--- config.mk ---
export PLATFORM = sky130hd
export DESIGN_NAME = spi_regfile_peripheral
export DESIGN_NICKNAME = d
export VERILOG_FILES = /design/src/rtl/spi_regfile_pkg.sv /design/src/rtl/spi_sync_edge.sv /design/src/rtl/spi_regfile_peripheral.sv
export SDC_FILE = /design/constraint.sdc
export NUM_CORES = 1
export LEC_CHECK = 0
export ABC_AREA = 1
export CORE_UTILIZATION = 30
export DETAILED_ROUTE_END_ITERATION = 10
export GPL_TIMING_DRIVEN = 0
export PLACE_DENSITY = 0.6
export SYNTH_ARGS = -nofsm -noshare
export SYNTH_HDL_FRONTEND = slang
export SYNTH_SLANG_ARGS = --single-unit
--- constraint.sdc ---
create_clock -name clk -period 1.8 [get_ports clk]
set_clock_uncertainty 0.2 [all_clocks]
set_input_delay 0.27 -clock clk [delete_from_list [all_inputs] [get_ports clk]]
set_output_delay 0.27 -clock clk [all_outputs]
set_load 0.01 [all_outputs]
--- src/rtl/spi_regfile_pkg.sv ---
// Shared types and frame-geometry helpers for the SPI register-file peripheral.
// The optional readback path is enabled by defining SPI_READBACK_EN.
package spi_regfile_pkg;

  typedef enum logic [1:0] {
    IDLE,
    SHIFT,
    COMMIT
  } state_t;

  localparam int ERR_CNT_W = 8;
  localparam logic RW_WRITE = 1'b1;

  function automatic int frame_width(input int addr_w, input int data_w);
    return 1 + addr_w + data_w;
  endfunction

  // The R/W flag is the first bit on the wire, so it lands in the frame MSB.
  function automatic int rw_bit_pos(input int addr_w, input int data_w);
    return addr_w + data_w;
  endfunction

endpackage

--- src/rtl/spi_sync_edge.sv ---
// Two-flop synchroniser plus a history flop for edge detection on one SPI pin.
// RST_VAL is the idle level, so leaving reset never produces a false edge.
module spi_sync_edge #(
  parameter logic RST_VAL = 1'b0
) (
  input  logic clk,
  input  logic rst,
  input  logic din,
  output logic level,
  output logic rise,
  output logic fall
);

  logic [2:0] sync_q;

  always_ff @(posedge clk) begin
    if (rst) begin
      sync_q <= {3{RST_VAL}};
    end else begin
      sync_q <= {sync_q[1:0], din};
    end
  end

  assign level = sync_q[1];
  assign rise  = sync_q[1] & ~sync_q[2];
  assign fall  = ~sync_q[1] & sync_q[2];

endmodule

--- src/rtl/spi_regfile_peripheral.sv ---
// SPI mode-0 target holding NUM_REGS configuration registers, with frame error counting.
// Define SPI_READBACK_EN to add CIPO readback of the addressed register in read frames.
module spi_regfile_peripheral
  import spi_regfile_pkg::*;
#(
  parameter int NUM_REGS = 5,
  parameter int DATA_W   = 8,
  parameter int ADDR_W   = 7
) (
  input  logic                         clk,
  input  logic                         rst,
  input  logic                         sclk,
  input  logic                         copi,
  input  logic                         ncs,
  output logic                         cipo,
  output logic [NUM_REGS*DATA_W-1:0]   regs,
  output logic [NUM_REGS-1:0]          wr_strobe,
  output logic                         frame_err,
  output logic [ERR_CNT_W-1:0]         err_count
);

  localparam int FRAME_W = frame_width(ADDR_W, DATA_W);
  localparam int RW_POS  = rw_bit_pos(ADDR_W, DATA_W);
  localparam int CNT_W   = $clog2(FRAME_W + 2);

  localparam logic [CNT_W-1:0] CNT_FULL     = CNT_W'(FRAME_W);
  localparam logic [CNT_W-1:0] CNT_MAX      = CNT_W'(FRAME_W + 1);
  localparam logic [CNT_W-1:0] CNT_PRE_DATA = CNT_W'(ADDR_W);

  logic sclk_level, sclk_rise, sclk_fall;
  logic copi_level, copi_rise, copi_fall;
  logic ncs_level, ncs_rise, ncs_fall;

  spi_sync_edge #(.RST_VAL(1'b0)) u_sync_sclk (
    .clk(clk), .rst(rst), .din(sclk),
    .level(sclk_level), .rise(sclk_rise), .fall(sclk_fall)
  );

  spi_sync_edge #(.RST_VAL(1'b0)) u_sync_copi (
    .clk(clk), .rst(rst), .din(copi),
    .level(copi_level), .rise(copi_rise), .fall(copi_fall)
  );

  spi_sync_edge #(.RST_VAL(1'b1)) u_sync_ncs (
    .clk(clk), .rst(rst), .din(ncs),
    .level(ncs_level), .rise(ncs_rise), .fall(ncs_fall)
  );

  logic unused_sync;
  assign unused_sync = ^{sclk_level, sclk_fall, copi_rise, copi_fall, ncs_level};

  state_t state_q, state_d;

  logic [FRAME_W-1:0]         shift_q;
  logic [FRAME_W-1:0]         shift_next;
  logic [CNT_W-1:0]           cnt_q;
  logic                       start_pending_q;
  logic [NUM_REGS*DATA_W-1:0] regs_q;
  logic [NUM_REGS-1:0]        strobe_q;
  logic                       err_q;
  logic [ERR_CNT_W-1:0]       err_cnt_q;

  logic                       frame_rw;
  logic [ADDR_W-1:0]          frame_addr;
  logic [DATA_W-1:0]          frame_data;
  logic                       addr_ok;
  logic                       frame_ok;

  assign shift_next = {shift_q[FRAME_W-2:0], copi_level};
  assign frame_rw   = shift_q[RW_POS];
  assign frame_addr = shift_q[RW_POS-1 -: ADDR_W];
  assign frame_data = shift_q[DATA_W-1:0];
  assign addr_ok    = {1'b0, frame_addr} < (ADDR_W + 1)'(NUM_REGS);
  assign frame_ok   = (cnt_q == CNT_FULL) && addr_ok;

  always_ff @(posedge clk) begin
    if (rst) begin
      state_q <= IDLE;
    end else begin
      state_q <= state_d;
    end
  end

  // A chip-select fall landing during COMMIT is remembered so the next frame is not lost.
  always_comb begin
    state_d = state_q;
    case (state_q)
      IDLE:    if (ncs_fall || start_pending_q) state_d = SHIFT;
      SHIFT:   if (ncs_rise) state_d = COMMIT;
      COMMIT:  state_d = IDLE;
      default: state_d = IDLE;
    endcase
  end

  always_ff @(posedge clk) begin
    if (rst) begin
      shift_q         <= '0;
      cnt_q           <= '0;
      start_pending_q <= 1'b0;
    end else begin
      start_pending_q <= (state_q == COMMIT) && ncs_fall;
      if (state_q == IDLE) begin
        if (state_d == SHIFT) begin
          shift_q <= '0;
          cnt_q   <= '0;
        end
      end else if (state_q == SHIFT && !ncs_rise && sclk_rise) begin
        shift_q <= shift_next;
        if (cnt_q != CNT_MAX) begin
          cnt_q <= cnt_q + CNT_W'(1);
        end
      end
    end
  end

  always_ff @(posedge clk) begin
    if (rst) begin
      regs_q    <= '0;
      strobe_q  <= '0;
      err_q     <= 1'b0;
      err_cnt_q <= '0;
    end else begin
      strobe_q <= '0;
      err_q    <= 1'b0;
      if (state_q == COMMIT) begin
        if (!frame_ok) begin
          err_q <= 1'b1;
          if (err_cnt_q != '1) begin
            err_cnt_q <= err_cnt_q + ERR_CNT_W'(1);
          end
        end else if (frame_rw == RW_WRITE) begin
          for (int i = 0; i < NUM_REGS; i++) begin
            if (frame_addr == ADDR_W'(i)) begin
              regs_q[i*DATA_W +: DATA_W] <= frame_data;
              strobe_q[i]                <= 1'b1;
            end
          end
        end
      end
    end
  end

  assign regs      = regs_q;
  assign wr_strobe = strobe_q;
  assign frame_err = err_q;
  assign err_count = err_cnt_q;

`ifdef SPI_READBACK_EN
  logic [DATA_W-1:0] out_sr_q;
  logic [DATA_W-1:0] rd_word;
  logic              out_active_q;
  logic              cipo_q;

  // Once the header is in, shift_next holds {rw, addr} in its low bits.
  always_comb begin
    rd_word = '0;
    for (int i = 0; i < NUM_REGS; i++) begin
      if (shift_next[ADDR_W-1:0] == ADDR_W'(i)) begin
        rd_word = regs_q[i*DATA_W +: DATA_W];
      end
    end
  end

  always_ff @(posedge clk) begin
    if (rst) begin
      out_sr_q     <= '0;
      out_active_q <= 1'b0;
      cipo_q       <= 1'b0;
    end else if (state_q != SHIFT || ncs_rise) begin
      out_sr_q     <= '0;
      out_active_q <= 1'b0;
      cipo_q       <= 1'b0;
    end else if (sclk_rise && cnt_q == CNT_PRE_DATA && shift_next[ADDR_W] != RW_WRITE) begin
      out_sr_q     <= rd_word;
      out_active_q <= 1'b1;
    end else if (sclk_fall && out_active_q) begin
      cipo_q   <= out_sr_q[DATA_W-1];
      out_sr_q <= out_sr_q << 1;
    end
  end

  assign cipo = cipo_q;
`else
  assign cipo = 1'b0;
`endif

endmodule

Word level (Yosys, flattened, before mapping)
Index checks and enable logic that the tools add are counted.

storage, ports and cells
  register bits = 86
  input port bits = 5

operators by class
  bitwise gates (word level) = 9
  order comparisons = 1
  reductions and logical operators = 20
  eq/ne operators = 11
  $add $sub $neg = 2
  mux-type cells = 16

operators by type and width
  kind                                                                    count
  16-bit 2-to-1 mux                                                       3
  5-bit 2-to-1 mux                                                        4
  4-bit AND reduction                                                     5
  7-bit by 2-bit equality test with 1-bit output (second input constant)  2
  8-bit by 1-bit adder with 8-bit output (second input constant)          1
  8-bit != test (second input constant)                                   1
  7-bit by 1-bit equality test with 1-bit output (second input constant)  1
  7-bit by 3-bit equality test with 1-bit output (second input constant)  1
  7-bit zero test                                                         1
  7-bit by 3-bit < comparator with 1-bit output (second input constant)   1
  1-bit 2-to-1 mux                                                        6
  1-bit NOT                                                               6
  3-bit AND reduction                                                     2
  5-bit by 1-bit adder with 5-bit output (second input constant)          1
  5-bit equality test (second input constant)                             1
  5-bit != test (second input constant)                                   1
  2-bit by 1-bit equality test with 1-bit output (second input constant)  2
  1-bit logical AND                                                       4
  2-bit 2-to-1 mux                                                        2
  2-bit case mux with 2 select lines                                      1
  2-bit nonzero test                                                      2
  4-bit OR reduction                                                      1
  1-bit bitwise AND                                                       3
  2-bit equality test (second input constant)                             1
  other kinds (6)                                                         6

Longest topological paths before layout
Gate-level depths: netlist of run 1.

  depth in word-level cells = 8
  gate-level depth with buffers = 10

Modules after synthesis
Synthesis of run 1 repeated with hierarchy kept, for this count alone.

unflattened totals
  cells, all modules = 495
  area total of the unflattened synthesis = 3699.8 um^2

by module, submodules not included
  module                           times used  cells each  area each (um^2)
  spi_regfile_peripheral           1           458         3414.5
  spi_sync_edge (u_sync_copi ...)  2           12          93.8
  spi_sync_edge (u_sync_ncs)       1           13          97.6

Worst setup path before layout of run 1
No wires, ideal clock.

  kind = reg-to-reg
  from = register cnt_q[0]
  to = register regs_q[0], in the netlist regs[0]
  data arrival time = 1.326 ns
  clock period less this slack = 1.637 ns
  cell stages (with the launch flop) = 11
  buffers on the path = 1
  setup slack = 0.163 ns
  path through = dfxtp_1 -> inv_1 -> ha_1 -> nand2_2 -> nor2_4 -> nand2_2 -> nor2_8 -> buf_2 -> nand4_1 -> nand2_1 -> nor2_1

on the way
  word-level cells in the longest chain between the ends = 3

ends and longest elaborated chain
  item                           line                           RTL
  start, declared                spi_regfile_peripheral.sv:56   logic [CNT_W-1:0] cnt_q;
  start signal, assigned         spi_regfile_peripheral.sv:110  cnt_q <= cnt_q + CNT_W'(1);
  5-bit equality test            spi_regfile_peripheral.sv:74   assign frame_ok = (cnt_q == CNT_FULL) && addr_ok;
  1-bit logical AND              spi_regfile_peripheral.sv:74
  4-bit AND reduction (no line)  n/a
  end signal, assigned by index  spi_regfile_peripheral.sv:134  regs_q[i*DATA_W +: DATA_W] <= frame_data;
  end, declared                  spi_regfile_peripheral.sv:58   logic [NUM_REGS*DATA_W-1:0] regs_q;

Every way passes these cells.
A chain may end at the register's enable or synchronous reset.

Worst setup path in the final report of run 1
  from = register cnt_q[0]
  to = register regs_q[13], in the netlist regs[13]

The elaborated chain is that of the path after synthesis.

==> results.sh, run 1 <==
export IMPL_antenna_found_initial=0
export IMPL_port_buffers=57
export IMPL_final_cells=765
export IMPL_min_delay_start="rst"
export IMPL_min_to="u_sync_ncs.sync_q[0]"
export IMPL_slew_viol_final=0
export IMPL_yosys_area_share_adder_pct=1.31
export IMPL_place_congestion=0.820
export IMPL_avgSynthCellArea_um2=7.45
export IMPL_setup_tns_ns=0
export IMPL_syn_to_final_growth_pct=35.6
export IMPL_drc=0
export IMPL_synth_top_family_by_area="simple AND/OR/NAND/NOR gates"
export IMPL_arrival_ns=1.82
export IMPL_routedWlPerCell_um=12.5
export IMPL_end_kind="register"
export IMPL_synth_compound_area_share_pct=4.81
export IMPL_grt_overflow=0
export IMPL_critPathMaxFanout=8
export IMPL_diodes=0
export IMPL_totalPowerFinal_mw=4.22
export IMPL_path_cells="inv_4 > ha_4 > nand2_4 > nor2_4 > nand2_4 > nor2_8 > nand2_8 > nor2_8 > nor2_1 > nor2_1"
export IMPL_viasPerCell=4.70
export IMPL_rows=40
export IMPL_muxShareOfSynthArea_pct=0
export IMPL_p_sw_share_pct=20.8
export IMPL_fin_crit_ns=1.75
export IMPL_p_per_area_nw_per_um2=815
export IMPL_fp_dieW_um=115
export IMPL_r2r_end="regs[13]"
export IMPL_cts_sinks=86
export IMPL_p_int_mw=3.34
export IMPL_setup_viol=0
export IMPL_relSlewSlack_pct=59.7
export IMPL_p_leak_nw=2.09
export IMPL_rsz0062_at_grt="yes"
export IMPL_grt_pass1_wl_um=15500
export IMPL_dr_pass1_iters=6
export IMPL_holdPathStages=2
export IMPL_max_stage_delay_ns=0.36
export IMPL_hold_buffers=0
export IMPL_clockPowerShare_pct=50.3
export IMPL_seq_power_share_pct=45.6
export IMPL_ys_types=30
export IMPL_die_area_um2=13200
export IMPL_start_util_pct=31.3
export IMPL_fin_nets=601
export IMPL_drt_total_wl_um=9580
export IMPL_synth_top_area_share_pct=45.1
export IMPL_ant_nets=0
export IMPL_p_switching_mw=0.877
export IMPL_synth_area_um2=3820
export IMPL_critPathSlowestCell="dfxtp_4"
export IMPL_grt_pass1_vias=3226
export IMPL_status="finished, final reports clean"
export IMPL_async_flop_share_pct=0
export IMPL_die_h_um=115
export IMPL_syn_inst=513
export IMPL_grt_util_all_layers_pct=14.8
export IMPL_r2r_start="cnt_q[0]"
export IMPL_synth_simple_gate_area_share_pct=39.7
export IMPL_min_period_over_period_pct=97.3
export IMPL_cts_root_buf="clkbuf_16"
export IMPL_clkTransAtPathRegs_ns=0.06
export IMPL_max_freq_ghz=0.571
export IMPL_hold_path_class="in2reg"
export IMPL_dp_cells=738
export IMPL_reg2reg_depth=10
export IMPL_yosysWarningCount=0
export IMPL_core_um2=12200
export IMPL_worstSetupStartpointType="register"
export IMPL_synth_edf_count=0
export IMPL_drive_above_1_share_pct=16.1
export IMPL_worst_slew_pin_slew_ns=0.604
export IMPL_clockBufferDepth=2
export IMPL_synth_most_common_cell="nor2_1"
export IMPL_cts_buffers=9
export IMPL_grt_max_degree=15
export IMPL_critPathRequiredTime_ns=1.87
export IMPL_hold_violations=0
export IMPL_final_util_pct=42.4
export IMPL_insertion_delay_ns=0.33
export IMPL_yosysTopAreaCell="dfxtp_1"
export IMPL_synth_xor_area_share_pct=0.917
export IMPL_peakVddDrop_uv=377
export IMPL_synth_seq_area_share_pct=45.1
export IMPL_vias=3592
export IMPL_p_comb_share_pct=4.1
export IMPL_cts_max_level=3
export IMPL_synth_fp_nets=522
export IMPL_cts_tree="done"
export IMPL_cap_violations=0
export IMPL_critPathKind="reg2reg"
export IMPL_ys_ff_latch=86
export IMPL_initialDrtViolationCount=207
export IMPL_synthTopCellsByArea="dfxtp_1 (45%), nor2_1 (12%), nand2_1 (8.9%), nand4_1 (8.2%), inv_1 (4.5%)"
export IMPL_pin_count=60
export IMPL_r2r_slack_ns=0.05
export IMPL_synthFlopType="dfxtp_1"
export IMPL_dpl_hpwl_um=6730
export IMPL_synth_common_cells="nor2_1 (119), nand2_1 (91), dfxtp_1 (86)"
==> state kept, by name, indices dropped and copies added, names as in the netlist <==
register	cells
cnt_q	5
err_count	8
frame_err	1
regs	40
shift_q	16
start_pending_q	1
state_q	2
u_sync_copi.sync_q	2
u_sync_ncs.sync_q	3
u_sync_sclk.sync_q	3
wr_strobe	5
==> cell type report <==
type | count | area, um^2
well taps | 168 | 210
repair buffers | 67 | 661
flip-flops and latches | 86 | 1740
inverters | 58 | 223
plain buffers | 20 | 111
clock inverters | 5 | 106
multi-input cells | 350 | 1900
clock buffers | 11 | 233
fillers | 1266 | 7030
==> stage by stage <==
step / hold slack [ns] / area [um^2] / worst slack, ns
floorplan: 0.174 / 3820 / 0.163
global placement: 0.192 / 4600 / -0.0158
detailed placement: 0.197 / 4600 / -0.0493
CTS: 0.207 / 5000 / -0.00148
global route: 0.227 / 5180 / -0.0599
finish: 0.201 / 5180 / 0.0483
==> power by group through the flow <==
stage	clock network (mW)	registers [mW]	logic, mW
finish	2.12	1.92	0.175
global route	2.24	1.92	0.196
CTS	2.15	1.92	0.151
detailed placement	0	1.97	0.144
global placement	0	1.97	0.141
floorplan	0	1.97	0.107
==> per-layer routing <==
layer  wire length, um  vias to the layer above  global-route usage, %
li1                  -                     1826                      -
met3               487                       11                   1.90
met2              4370                       91                   23.4
met1              4580                     1664                   20.4
met4               140                        0                   6.41
met5                 0                        -                      0
==> worst max path at each step <==
stage               startpoint            to  slack [ns]  depth (start not counted)
global placement    state_q[0]       regs[1]       -0.02                          7
CTS                   cnt_q[1]      regs[17]      -0.001                         10
global route        state_q[1]      regs[13]       -0.06                          7
finish                cnt_q[0]      regs[13]        0.05                         10
floorplan             cnt_q[0]       regs[0]        0.16                         10
detailed placement    cnt_q[0]  err_count[0]       -0.05                          8
==> critical path: cells and delay by family (launching register included) <==
kind                       cells  cell delay [ns]
and+or+nand+nor                8             0.93
DFF                            1             0.36
adders and majority gates      1             0.13
buffers and inverters          1             0.05
==> repair_timing <==
action,4_1_cts,5_1_grt
resized for setup,15,32
setup buffers,2,8
gates cloned,1,0
endpoints found under the setup margin,51,70
pin swaps,3,13
==> kinds of logic after synthesis <==
kind of cell / after synthesis
buffers and inverters: 78
DFF: 86
other: 1
AOI/OAI and AO/OA: 33
and+or+nand+nor: 307
xor gates and xnor gates: 4
adders and majority gates: 4
==> cells in the final DEF (no fill, tap or decap), drive strengths merged <==
master and n:
nor2 134, nand2 96, dfxtp 86, inv 59
clkdlybuf4s50 56, nand4 51, buf 22, clkbuf 19
o22ai 15, nand3 15, a21oi 13, o21ai 5
xor2 4, nor3 4, nor4 4, ha 4
or2 3, bufinv 3, nand3b 1, conb 1
clkinvlp 1, dlymetal6s2s 1
No activity file was read; power rests on OpenSTA's default activity.
==> run 2: changes to the inputs <==
--- a/config.mk
+++ b/config.mk
@@ -7,6 +7,7 @@
 export LEC_CHECK = 0
 export ABC_AREA = 1
 export CORE_UTILIZATION = 30
+export CTS_BUF_LIST = sky130_fd_sc_hd__clkbuf_4
 export DETAILED_ROUTE_END_ITERATION = 10
 export GPL_TIMING_DRIVEN = 0
 export PLACE_DENSITY = 0.6
==> run 2 against run 1 <==
  * Flip-flop and latch count is the same
  * Non-clock buffer count shrank 2
  * Setup slack lost 0.0089 ns
  * Cell count shrank 0.26%
  * Combinational power shrank 2%
  * Critical path depth is the same
  * Highest routed layer unchanged
  * Sequential share of layout area grew 1.5 points
  * Sequential power is essentially flat
  * Via count shrank 1.2%
  * Worst hold slack lost 0.099 ns
==> results.sh, run 2 (synthesis gave the netlist of run 1 again) <==
export IMPL_mostFrequentLayoutCell="nor2_1"
export IMPL_start_util_pct=31.3
export IMPL_critPathKind="reg2reg"
export IMPL_cts_max_level=3
export IMPL_diodes=0
export IMPL_critPathLaunch="cnt_q[0]"
export IMPL_hold_buffers=0
export IMPL_grt_pass1_wl_um=15300
export IMPL_p_leak_nw=2.37
export IMPL_status="finished, final reports clean"
export IMPL_insertion_delay_ns=0.43
export IMPL_end_kind="register"
export IMPL_min_to="u_sync_ncs.sync_q[0]"
export IMPL_dr_pass1_iters=5
export IMPL_relSlewSlack_pct=59.5
export IMPL_r2r_slack_ns=0.04
export IMPL_clockBufferDepth=2
export IMPL_postLayoutSetupSlackWorst_ns=0.0393
export IMPL_preCtsSetupSlack_ns=-0.0493
export IMPL_antenna_found_initial=0
export IMPL_largest_reg_flops=40
export IMPL_cts_sinks=86
export IMPL_die_area_um2=13200
export IMPL_peakVddDrop_uv=334
export IMPL_critPathRequiredTime_ns=1.95
export IMPL_cap_violations=0
export IMPL_min_period_over_period_pct=97.8
export IMPL_finish_instance_area_um2=4980
export IMPL_place_congestion=0.820
export IMPL_place_area_um2=4600
export IMPL_rsz0062_at_grt="yes"
export IMPL_dpl_hpwl_um=6730
export IMPL_grt_util_all_layers_pct=14.7
export IMPL_critPathMaxFanout=10
export IMPL_cts_root_buf="clkbuf_4"
export IMPL_fin_nets=599
export IMPL_cts_tree="done"
export IMPL_worst_slew_pin_slew_ns=0.608
export IMPL_initialDrtViolationCount=220
export IMPL_core_um2=12200
export IMPL_syn_to_final_growth_pct=30.4
export IMPL_die_h_um=115
export IMPL_reg2reg_depth=10
export IMPL_clkTransAtPathRegs_ns=0.14
export IMPL_worstSetupStartpointType="register"
export IMPL_totalPowerFinal_mw=3.49
export IMPL_drt_total_wl_um=9350
export IMPL_hold_violations=0
export IMPL_grt_overflow=0
export IMPL_r2r_end="regs[12]"
export IMPL_grt_pass1_vias=3186
export IMPL_cts_buffers=9
export IMPL_drive_above_1_share_pct=16.3
export IMPL_hold_path_class="in2reg"
export IMPL_arrival_ns=1.91
export IMPL_fin_crit_ns=1.76
export IMPL_mostFrequentLayoutCells="nor2_1 (115), nand2_1 (90), dfxtp_1 (75)"
export IMPL_drc=0
export IMPL_slew_viol_final=0
export IMPL_p_per_area_nw_per_um2=701
export IMPL_viasPerCell=4.65
export IMPL_setup_viol=0
export IMPL_grt_max_degree=15
export IMPL_ant_nets=0
export IMPL_pin_count=60
export IMPL_max_freq_ghz=0.568
export IMPL_routedWlPerCell_um=12.2
export IMPL_min_delay_start="rst"
export IMPL_r2r_start="cnt_q[0]"
export IMPL_hold_slack_ns=0.101
export IMPL_rows=40
export IMPL_holdPathStages=2
export IMPL_vias=3550
export IMPL_port_buffers=57
export IMPL_nFillCells=1295
export IMPL_fp_dieW_um=115
[run 2: area by class of cell]
cell class	instances	area [um^2]	area share (%)
Buffer	20	111	2.24
Tap cell	168	210	4.22
Clock buffer	11	82.6	1.66
Clock inverter	5	106	2.13
Sequential cell	86	1750	35.1
Timing Repair Buffer	65	608	12.2
Inverter	58	218	4.37
Multi-Input combinational cell	350	1900	38.1
[run 2: worst max-delay path by stage]
stage                    to  slack [ns]
2_1_floorplan       regs[0]        0.16
3_3_place_gp        regs[1]       -0.02
3_5_place_dp   err_count[0]       -0.05
4_1_cts            regs[26]      0.0004
5_1_grt             regs[2]       -0.06
6_report           regs[12]        0.04
[run 2: where the power goes]
group | switching (mW) | internal [mW]
sequential | 0.00625 | 1.91
combinational | 0.110 | 0.0606
clock | 0.665 | 0.740
total | 0.781 | 2.71
[run 2: metal layers]
metal	vias to the layer above	global-route usage, %	part of all wire, %
met5	-	0	0
met4	0	5.28	1.4
met3	11	2.21	5.4
met2	83	23.0	45
met1	1632	20.6	48
li1	1824	-	-
[run 2: worst max-delay path, stage by stage (launching register included)]
cell and delay (ns):
dfxtp_4 0.37, inv_2 0.06, ha_4 0.13, nand2_4 0.05, nor2_4 0.14, nand2_4 0.08
nor2_8 0.18, buf_4 0.20, nand4_1 0.09, nand2_1 0.11, nor2_1 0.05
[run 2: repair_timing]
item                                    4_1_cts  5_1_grt
endpoints found under the setup margin       93       72
pin swaps                                     5       11
cloned                                        1        0
setup buffers                                 4        4
endpoints found under the hold margin         0        0
resized for setup                            73       28
[run 2: per-stage QoR]
step                      cells  setup TNS (ns)  util [%]
after CTS                   759               0      39.7
after floorplan             513               0         -
after detailed placement    738          -0.677      37.7
after global placement      738         -0.0415      37.7
final                       763               0      40.8
after global routing        763          -0.933      40.8
